==> config.mk <==
export PLATFORM = sky130hd
export DESIGN_NAME = div_unit
export DESIGN_NICKNAME = d
export VERILOG_FILES = /design/src/rtl/div_pkg.sv /design/src/rtl/div_sub_stage.sv /design/src/rtl/div_unit.sv
export SDC_FILE = /design/constraint.sdc
export NUM_CORES = 1
export LEC_CHECK = 0
export ABC_AREA = 1
export BUFFER_PORTS_ARGS = -buffer_cell sky130_fd_sc_hd__buf_2
export CORE_MARGIN = 2
export CORE_UTILIZATION = 35
export CTS_BUF_LIST = sky130_fd_sc_hd__clkbuf_2
export DETAILED_ROUTE_END_ITERATION = 12
export SLEW_MARGIN = 20
export SYNTH_ARGS = -nofsm -noshare
export SYNTH_HDL_FRONTEND = slang
export SYNTH_SLANG_ARGS = --single-unit
==> constraint.sdc <==
create_clock -name clk -period 13.5 [get_ports clk]
set_input_delay 2.7 -clock clk [delete_from_list [all_inputs] [get_ports clk]]
set_output_delay 2.7 -clock clk [all_outputs]
set_load 0.1 [all_outputs]
==> src/rtl/div_pkg.sv <==
// Shared constants for the restoring divider: FSM encoding, counter width, divide-by-zero quotient.
// Latency: none (package only).
// Backpressure: not applicable.
//
// Contents: DIV_WIDTH, DIV_CNT_W, S_IDLE/S_RUN/S_FIN, DIV_DBZ_QUOT, and cla_carry(), which gives
// the carry into bit k (k=0..3) of a 4-bit carry-lookahead group, or the group carry-out for k=4.
package div_pkg;

  localparam int DIV_WIDTH = 32;
  localparam int DIV_CNT_W = $clog2(DIV_WIDTH);

  localparam logic [1:0] S_IDLE = 2'd0;
  localparam logic [1:0] S_RUN  = 2'd1;
  localparam logic [1:0] S_FIN  = 2'd2;

  localparam logic [DIV_WIDTH-1:0] DIV_DBZ_QUOT = '1;

  function automatic logic cla_carry(input logic [3:0] g, input logic [3:0] p,
                                     input logic cin, input int unsigned k);
    logic c;
    case (k)
      0: c = cin;
      1: c = g[0] | (p[0] & cin);
      2: c = g[1] | (p[1] & g[0]) | (p[1] & p[0] & cin);
      3: c = g[2] | (p[2] & g[1]) | (p[2] & p[1] & g[0]) | (p[2] & p[1] & p[0] & cin);
      default: c = g[3] | (p[3] & g[2]) | (p[3] & p[2] & g[1]) | (p[3] & p[2] & p[1] & g[0])
                   | (&p & cin);
    endcase
    return c;
  endfunction

endpackage

==> src/rtl/div_sub_stage.sv <==
// Combinational W-bit subtract a - b built from 4-bit carry-lookahead groups, with borrow-out.
// Latency: 0 cycles (purely combinational).
// Backpressure: none; output follows inputs.
//
// Ports: a, b (W bits, unsigned minuend/subtrahend); diff (low W-1 bits of a - b);
//        borrow (1 when a < b).
// Subtraction is a + ~b + 1: the subtrahend is inverted and the first group's carry-in is 1.
// Operands are zero-extended to whole nibbles; a carry out of the top group means no borrow.
// Only the low W-1 difference bits are returned: the divider keeps the difference only when
// there is no borrow, and then it is below the divisor, so the top bit is always 0.
module div_sub_stage
  import div_pkg::*;
#(
  parameter int W = 33
) (
  input  logic [W-1:0] a,
  input  logic [W-1:0] b,
  output logic [W-2:0] diff,
  output logic         borrow
);

  localparam int NB = (W + 3) / 4;
  localparam int EW = NB * 4;

  logic [EW-1:0] x, y, g, p;
  logic [NB:0]   c;

  assign x    = EW'(a);
  assign y    = ~(EW'(b));
  assign g    = x & y;
  assign p    = x ^ y;
  assign c[0] = 1'b1;

  for (genvar n = 0; n < NB; n++) begin : g_nib
    assign c[n+1] = cla_carry(g[4*n +: 4], p[4*n +: 4], c[n], 4);
    for (genvar k = 0; k < 4; k++) begin : g_bit
      if (4*n + k < W - 1) begin : g_out
        assign diff[4*n+k] = p[4*n+k] ^ cla_carry(g[4*n +: 4], p[4*n +: 4], c[n], k);
      end
    end
  end

  assign borrow = ~c[NB];

endmodule

==> src/rtl/div_unit.sv <==
// Multi-cycle restoring divider, one quotient bit per clock, start/busy/done handshake.
// Latency: done WIDTH+1 cycles after an accepted start; 1 cycle for a zero divisor.
// Backpressure: start is accepted only in IDLE; a start while busy or during done is dropped.
//
// Ports: clk, rst (async active-high); start, dividend, divisor in; busy, done, quotient,
//        remainder, div_by_zero out. Optional macro DIV_SIGNED_EN adds input signed_op for
//        truncating two's-complement division (sign fix-up applied in the FIN cycle).
module div_unit
  import div_pkg::*;
#(
  parameter int WIDTH = DIV_WIDTH
) (
  input  logic             clk,
  input  logic             rst,
  input  logic             start,
  input  logic [WIDTH-1:0] dividend,
  input  logic [WIDTH-1:0] divisor,
`ifdef DIV_SIGNED_EN
  input  logic             signed_op,
`endif
  output logic             busy,
  output logic             done,
  output logic [WIDTH-1:0] quotient,
  output logic [WIDTH-1:0] remainder,
  output logic             div_by_zero
);

  logic [1:0]           state_q, state_d;
  logic [DIV_CNT_W-1:0] cnt_q;
  logic [WIDTH-1:0]     r_q, q_q, dvs_q, quot_q, rem_q;
  logic                 dbz_q;
  logic [WIDTH:0]       shifted;
  logic [WIDTH-1:0]     t_low;
  logic                 borrow;
  logic                 accept;
  logic [WIDTH-1:0]     a_mag, b_mag;
  logic [WIDTH-1:0]     fin_quot, fin_rem;

  assign accept  = (state_q == S_IDLE) && start;
  // Partial remainder shifted left with the next dividend bit; WIDTH+1 bits so R's MSB is kept.
  assign shifted = {r_q, q_q[WIDTH-1]};

  div_sub_stage #(.W(WIDTH + 1)) u_sub (
    .a      (shifted),
    .b      ({1'b0, dvs_q}),
    .diff   (t_low),
    .borrow (borrow)
  );

`ifdef DIV_SIGNED_EN
  logic neg_q_q, neg_r_q;

  always_comb begin
    a_mag = (signed_op && dividend[WIDTH-1]) ? -dividend : dividend;
    b_mag = (signed_op && divisor[WIDTH-1])  ? -divisor  : divisor;
  end

  always_ff @(posedge clk or posedge rst) begin
    if (rst) begin
      neg_q_q <= 1'b0;
      neg_r_q <= 1'b0;
    end else if (accept) begin
      neg_q_q <= signed_op && (dividend[WIDTH-1] ^ divisor[WIDTH-1]);
      neg_r_q <= signed_op && dividend[WIDTH-1];
    end
  end

  // Divide-by-zero results are published raw; only real quotients get the sign fix-up.
  always_comb begin
    fin_quot = (!dbz_q && neg_q_q) ? -q_q : q_q;
    fin_rem  = (!dbz_q && neg_r_q) ? -r_q : r_q;
  end
`else
  assign a_mag    = dividend;
  assign b_mag    = divisor;
  assign fin_quot = q_q;
  assign fin_rem  = r_q;
`endif

  // State register
  always_ff @(posedge clk or posedge rst) begin
    if (rst) state_q <= S_IDLE;
    else     state_q <= state_d;
  end

  // Next-state logic
  always_comb begin
    state_d = state_q;
    case (state_q)
      S_IDLE: if (start) state_d = (divisor == '0) ? S_FIN : S_RUN;
      S_RUN:  if (cnt_q == '0) state_d = S_FIN;
      S_FIN:  state_d = S_IDLE;
      default: state_d = S_IDLE;
    endcase
  end

  // Output logic
  always_comb begin
    busy = (state_q == S_RUN);
    done = (state_q == S_FIN);
  end

  // Results appear combinationally in FIN and are then held in quot_q/rem_q.
  assign quotient    = (state_q == S_FIN) ? fin_quot : quot_q;
  assign remainder   = (state_q == S_FIN) ? fin_rem  : rem_q;
  assign div_by_zero = dbz_q;

  // Datapath: operand capture, one restoring step per RUN cycle, result publish in FIN.
  always_ff @(posedge clk or posedge rst) begin
    if (rst) begin
      cnt_q  <= '0;
      r_q    <= '0;
      q_q    <= '0;
      dvs_q  <= '0;
      dbz_q  <= 1'b0;
      quot_q <= '0;
      rem_q  <= '0;
    end else begin
      case (state_q)
        S_IDLE: begin
          if (accept) begin
            cnt_q <= DIV_CNT_W'(WIDTH - 1);
            dvs_q <= b_mag;
            dbz_q <= (divisor == '0);
            if (divisor == '0) begin
              q_q <= DIV_DBZ_QUOT;
              r_q <= dividend;
            end else begin
              q_q <= a_mag;
              r_q <= '0;
            end
          end
        end
        S_RUN: begin
          r_q   <= borrow ? shifted[WIDTH-1:0] : t_low;
          q_q   <= {q_q[WIDTH-2:0], ~borrow};
          cnt_q <= cnt_q - 1'b1;
        end
        S_FIN: begin
          quot_q <= fin_quot;
          rem_q  <= fin_rem;
        end
        default: ;
      endcase
    end
  end

endmodule
==> run_results.csv, run 1 <==
group,metric,value,unit
finish,area_growth,13.18,%
logic_synthesis,post_synth_num_cell_types,36,
timing,holdWs,0.5154,ns
logic_synthesis,yosysTopAreaCellShare,47.28,%
timing,min_period_over_period,44.53,%
logic_synthesis,syn_nets,1222,
critical_path,cp_slowest_cell,"buf_4",
place,place.gp.congestion,0.8097,
finish,drive_gt1_share,15.48,%
clock_network,numCtsBuffers,17,
logic_synthesis,yosysWarnings,0,
detailed_routing,wl_met2,11630,um
die,io_pins,134,
clock_network,h-tree-depth,4,
global_routing,grt_pass1_vias,7322,
detailed_routing,vias,7605,
detailed_routing,avgViaCountPerCell,4.878,
clock_network,path_clk_slew,0.24,ns
finish,nFillCells,2599,
die,die_height,163.4,um
critical_path,critPathArrivalTime,3.31,ns
critical_path,cp_top_family,"buffers and inverters",
global_routing,gr-total-overflow,0,
global_routing,grt_max_degree,104,
finish,nets,1323,
finish,final_common_cell,"nand2_1",
logic_synthesis,synthArstFlopShare,100.0,%
timing,tightest_slew,0.9634,ns
clock_network,clock_latency,0.77,ns
place,port_buffers,133,
critical_path,critical-path-max-stage-delay,0.54,ns
clock_network,cts_sinks,168,
logic_synthesis,yosysTopAreaCell,"dfrtp_1",
logic_synthesis,synthCells,1113,
detailed_routing,dr.first_iter.drc_count,490,
detailed_routing,drt-met1-wl,10890,um
detailed_routing,top_layer,"met4",
clock_network,clock_path_buffers,2,
critical_path,critPathCaptureType,"primary output",
clock_network,cts_setup_buffers,0,
logic_synthesis,yosys_register_bits,168,
logic_synthesis,ys.flop_type,"dfrtp_1",
finish,regArea,0.004204,sq mm
detailed_routing,first_pass_iters,5,
die,dieArea,0.02670,sq mm
job,drv_cap,0,
timing,layout_min_cycle_time,6.012,ns
finish,finish.utilization,40.20,%
logic_synthesis,synth-edff-count,0,
critical_path,critPathLaunchType,"flip-flop",
critical_path,path_max_fanout,79,
clock_network,cts_root_buffer,"clkbuf_2",
critical_path,crit_buf_inv,4,
place,dp_hpwl,16660,um
status,status,"complete, no violations",
clock_network,cts_tree,"yes",
finish,multi_input_area,0.003844,sq mm
detailed_routing,wirelength,24070,um
finish,mostFrequentLayoutCells,"nand2_1 (235), dfrtp_1 (168), inv_1 (157), buf_2 (133), o21ai_0 (128)",
timing,skew,0.04300,ns
timing,setup_violations,0,
global_routing,grt_usage,18.80,%
global_routing,grt_pass1_wl,39170,um
timing,grt_setup_unrepaired,"false",
global_routing,grt_antenna_before_repair,2,
critical_path,crit_type,"flip-flop to primary output",
timing,final.setup.tns,0,ns
logic_synthesis,avgSynthCellArea,7.989,sq um
clock_network,hold_buffers,0,
clock_network,post_cts_resized,0,
detailed_routing,ant_nets,0,
logic_synthesis,yosysSeqAreaShare,47.28,%
timing,finalHoldViolCount,0,
detailed_routing,wl_met3,1180,um
critical_path,path_cells,"inv_1, nor2_1, clkinv_2, buf_4, o21ai_0, buf_2",
die,row_count,58,
timing,finalMaxSlewViolations,0,
die,coreArea,0.02504,sq mm
logic_synthesis,netlist_area,0.008892,sq mm
min_path,hold_class,"flip-flop to flip-flop",
detailed_routing,wl_per_cell,15.44,um
die,die_w,163.4,um
critical_path,critPathRequiredTime,10.80,ns
timing,fmax,166.3,MHz
timing,slew_headroom,35.78,%
die,initial_core_util,35.52,%
logic_synthesis,yosys-top-cells-area,"dfrtp_1 (47%), nand2_1 (9.9%), o21ai_0 (7.2%), inv_1 (6.8%), ha_1 (4.9%)",
detailed_routing,drc,0,
## Yosys cell counts, types with 2 or more instances
cell	number
a211oi_1	3
a21oi_1	67
a22oi_1	24
a31oi_1	2
buf_1	7
buf_2	3
buf_4	2
clkbuf_1	48
clkinv_1	3
dfrtp_1	168
fa_1	7
ha_1	35
inv_1	160
nand2_1	235
nand2_2	2
nand2_4	2
nand3_1	43
nand3b_1	2
nand4_1	23
nor2_1	97
nor3_1	5
nor4_1	8
o21ai_0	128
o21ai_1	3
o21bai_1	2
o221ai_1	8
xnor2_1	13
xor2_1	5
## cell type report
type / count / area share, %
Tap cell: 330 / 4.102
Inverter: 164 / 6.178
Timing Repair Buffer: 143 / 7.359
Clock inverter: 15 / 1.504
Sequential cell: 168 / 41.77
Antenna cell: 2 / 0.04973
Multi-Input combinational cell: 720 / 38.19
Clock buffer: 17 / 0.8453
## worst register-to-register path, stage by stage, from the launching register on
cell and delay (ns):
dfrtp_1 0.42, inv_1 0.10, ha_1 0.28, nand2_1 0.09, nand3_2 0.10, nand2_1 0.07
nand2_1 0.07, nand2_1 0.06, nand2_1 0.07, nand2_1 0.06, nand2_1 0.08, nand2_1 0.07
nand2_1 0.08, nand2_1 0.08, nand2_1 0.07, nand2_1 0.08, nand2_2 0.08, nand2_2 0.09
nand2_4 0.07, nand2_4 0.28, nand4_2 0.51, nor2_1 0.27, nor2_1 0.07, nor2_1 0.08
## worst paths after layout
check | from | to | slack, ns | cells after the start
hold / removal | cnt_q[4]$_DFFE_PP0P_ | cnt_q[4]$_DFFE_PP0P_ | 0.52 | 1
setup reg to reg | dvs_q[1]$_DFFE_PP0P_ | fin_rem[5]$_DFFE_PP0P_ | 10.20 | 23
hold reg to reg | cnt_q[4]$_DFFE_PP0P_ | cnt_q[4]$_DFFE_PP0P_ | 0.52 | 1
min in group asynchronous | rst | quot_q[16]$_DFF_PP0_ | 2.10 | 2
setup / recovery | state_q[1]$_DFFE_PP0P_ | remainder[29] | 7.49 | 6
max in group asynchronous | rst | fin_rem[21]$_DFFE_PP0P_ | 9.91 | 3
## logic make-up after synthesis
| family | share of synthesized area (%) |
|---|---|
| adders and majority gates | 6.501 |
| and+or+nand+nor | 19.91 |
| DFF | 47.28 |
| buffers and inverters | 9.709 |
| AOI/OAI and AO/OA | 14.83 |
| xor gates and xnor gates | 1.773 |
## routing by layer
layer	GRT usage (%)	vias up
met4	5.109	0
met1	25.84	3594
met2	30.71	188
li1	-	3799
met5	0	-
met3	3.149	24
## through the flow
step                worst slack [ns]  std cells  area (sq um)
floorplan                      6.253       1113          8892
global placement               8.087       1525          9823
detailed placement             7.994       1525          9823
CTS                            7.385       1557         10060
global route                   7.093       1559         10060
finish                         7.488       1559         10060
## state kept, by name (all words and copies together), names as in the netlist
| name | flops |
|---|---|
| cnt_q | 5 |
| div_by_zero | 1 |
| quot_q | 32 |
| state_q | 2 |
| rem_q | 32 |
| fin_quot | 32 |
| fin_rem | 32 |
| dvs_q | 32 |
Power of run 1 is left out: the tool's default activity adds up to more than one toggle a clock period on the data nets, which glitch-free logic cannot reach.
==> run 2, diff against run 1 <==
Settings changed: ABC_AREA 1 to 0.
Clock period 13.5 ns to 5.33 ns, I/O delays scaled along.
==> run 2 against run 1 <==
Against the previous run: count of clock-buffer cells in the layout unchanged; wire length decreased by 5.3%; clock skew increased by 0.0040 ns; die area decreased by 1.1%; global-route usage decreased by 0.99 points; critical endpoint is now remainder[23].
==> run_results.csv, run 2 <==
group,metric,value,unit
timing,grt_setup_unrepaired,"false",
timing,slew_headroom,32.35,%
clock_network,clock_latency,0.77,ns
finish,final_common_cell,"dfrtp_1",
logic_synthesis,yosysTopAreaCell,"dfrtp_1",
timing,finalHoldViolCount,0,
timing,min_period_over_period,75.94,%
job,drv_cap,0,
die,dieArea,0.02640,sq mm
die,die_w,162.5,um
global_routing,grt_antenna_before_repair,2,
status,status,"complete, no violations",
detailed_routing,avgViaCountPerCell,5.179,
logic_synthesis,syn_nets,977,
logic_synthesis,yosysSeqAreaShare,47.83,%
timing,final.setup.tns,0,ns
detailed_routing,first_pass_iters,5,
finish,drive_gt1_share,25.35,%
detailed_routing,vias,6816,
place,placed_area,0.009763,sq mm
logic_synthesis,synth-edff-count,0,
finish,mostFrequentLayoutCells,"dfrtp_1 (168), buf_2 (133), nand2_1 (97), o21ai_0 (61), mux2_2 (59)",
critical_path,critPathCaptureType,"primary output",
die,row_count,57,
timing,tightest_slew,1.015,ns
place,port_buffers,133,
logic_synthesis,synth_common_cells,"dfrtp_1 (168), nand2_1 (97), o21ai_0 (61), mux2_2 (59), inv_1 (53)",
critical_path,path_max_fanout,73,
global_routing,grt_usage,17.81,%
clock_network,path_clk_slew,0.26,ns
die,io_pins,134,
clock_network,cts_setup_buffers,0,
place,place.gp.congestion,0.8201,
clock_network,clock_path_buffers,2,
logic_synthesis,yosys_register_bits,168,
die,die_height,162.5,um
clock_network,cts_sinks,168,
timing,finalMaxSlewViolations,0,
global_routing,grt_pass1_vias,6735,
logic_synthesis,synthCells,868,
timing,fmax,247.1,MHz
die,initial_core_util,35.93,%
finish,nFillCells,2424,
logic_synthesis,yosysTopAreaCellShare,47.83,%
detailed_routing,drc,0,
timing,setup_violations,0,
min_path,hold_class,"primary input to async pin",
clock_network,hold_buffers,0,
global_routing,gr-total-overflow,0,
clock_network,post_cts_resized,0,
logic_synthesis,post_synth_num_cell_types,66,
critical_path,crit_type,"flip-flop to primary output",
logic_synthesis,avgSynthCellArea,10.13,sq um
critical_path,critPathRequiredTime,4.26,ns
global_routing,grt_max_degree,169,
logic_synthesis,synthArstFlopShare,100.0,%
logic_synthesis,synth.most_common_cell,"dfrtp_1",
clock_network,cts_tree,"yes",
detailed_routing,wirelength,22790,um
logic_synthesis,netlist_area,0.008790,sq mm
detailed_routing,wl_per_cell,17.31,um
clock_network,numCtsBuffers,17,
finish,nets,1086,
timing,skew,0.04697,ns
finish,area_growth,13.85,%
critical_path,critPathArrivalTime,2.98,ns
global_routing,grt_pass1_wl,36790,um
timing,layout_min_cycle_time,4.048,ns
logic_synthesis,yosysWarnings,0,
place,dp_hpwl,15290,um
clock_network,cts_root_buffer,"clkbuf_2",
logic_synthesis,ys.flop_type,"dfrtp_1",
detailed_routing,ant_nets,0,
clock_network,h-tree-depth,4,
critical_path,critPathLaunchType,"flip-flop",
die,coreArea,0.02446,sq mm
finish,design_area,0.01001,sq mm
logic_synthesis,yosys-top-cells-area,"dfrtp_1 (48%), mux2_2 (7.6%), ha_1 (5.0%), nand2_1 (4.1%), o21ai_0 (3.5%)",
critical_path,r2r_slack,2.09,ns
detailed_routing,dr.first_iter.drc_count,486,
[run 2: changes by cell type in the layout (fill, tap and decap cells not counted), moves of 28 or more]
| cell | before | now |
|---|---|---|
| nand2_1 | 235 | 97 |
| inv_1 | 157 | 52 |
| o21ai_0 | 128 | 61 |
| mux2_2 | 0 | 59 |
| nor2_1 | 94 | 48 |
| nand3_1 | 43 | 7 |
| nor3_1 | 5 | 35 |
| a21oi_1 | 67 | 39 |
[run 2: worst paths after layout]
kind                       cells past startpoint                        to                    start
hold / removal                                 3       quot_q[8]$_DFF_PP0_                      rst
min in group clk                               3     dvs_q[23]$_DFFE_PP0P_              divisor[23]
setup / recovery                               3             remainder[23]   state_q[0]$_DFFE_PP0P_
hold reg to reg                                1   div_by_zero$_DFFE_PP0P_  div_by_zero$_DFFE_PP0P_
max in group asynchronous                      3  fin_quot[19]$_DFFE_PP0P_                      rst
setup reg to reg                               8    fin_rem[3]$_DFFE_PP0P_   state_q[1]$_DFFE_PP0P_
[run 2: cells by family (layout without fill, tap and decap cells)]
group | count (synthesis) | in the layout | share of synthesized area, %
simple gates | 240 | 240 | 12.57
compound gates | 213 | 213 | 15.97
flops | 168 | 168 | 47.83
buf+inv | 104 | 226 | 4.754
mux | 85 | 85 | 10.70
fa+ha+maj | 42 | 42 | 6.576
xor+xnor | 16 | 16 | 1.594
other cells | 0 | 2 | 0
[run 2: area by class of cell]
type,count,area [sq um],area share (%)
Antenna cell,2,5.005,0.05001
Clock buffer,17,85.08,0.8502
Clock inverter,15,150.1,1.500
Inverter,54,206.4,2.063
Multi-Input combinational cell,596,4217,42.14
Sequential cell,168,4204,42.01
Tap cell,324,405.4,4.051
Timing Repair Buffer,140,734.5,7.339
[run 2: per-layer routing]
layer,global-route usage [%],part of all wire [%],up-vias
met3,3.820,4.8,13
met4,3.902,0.72,2
met5,0,0.057,-
met2,27.66,45,168
li1,-,-,3300
met1,25.63,49,3333
[run 2: critical path: stages (launching register included)]
cell	delay [ns]
dfrtp_1	0.49
nand2b_4	0.65
o21ai_0	0.57
buf_2	0.51
[run 2: metrics by stage]
step	hold WS, ns	cells	util [%]	worst slack (ns)
floorplan	0.4665	868	-	1.194
global placement	0.4587	1282	39.84	1.650
detailed placement	0.4651	1282	39.91	1.862
CTS	0.4502	1314	40.87	1.163
global route	0.4185	1316	40.91	1.005
finish	0.5004	1316	40.91	1.282
Power of run 2 is left out for the same reason.
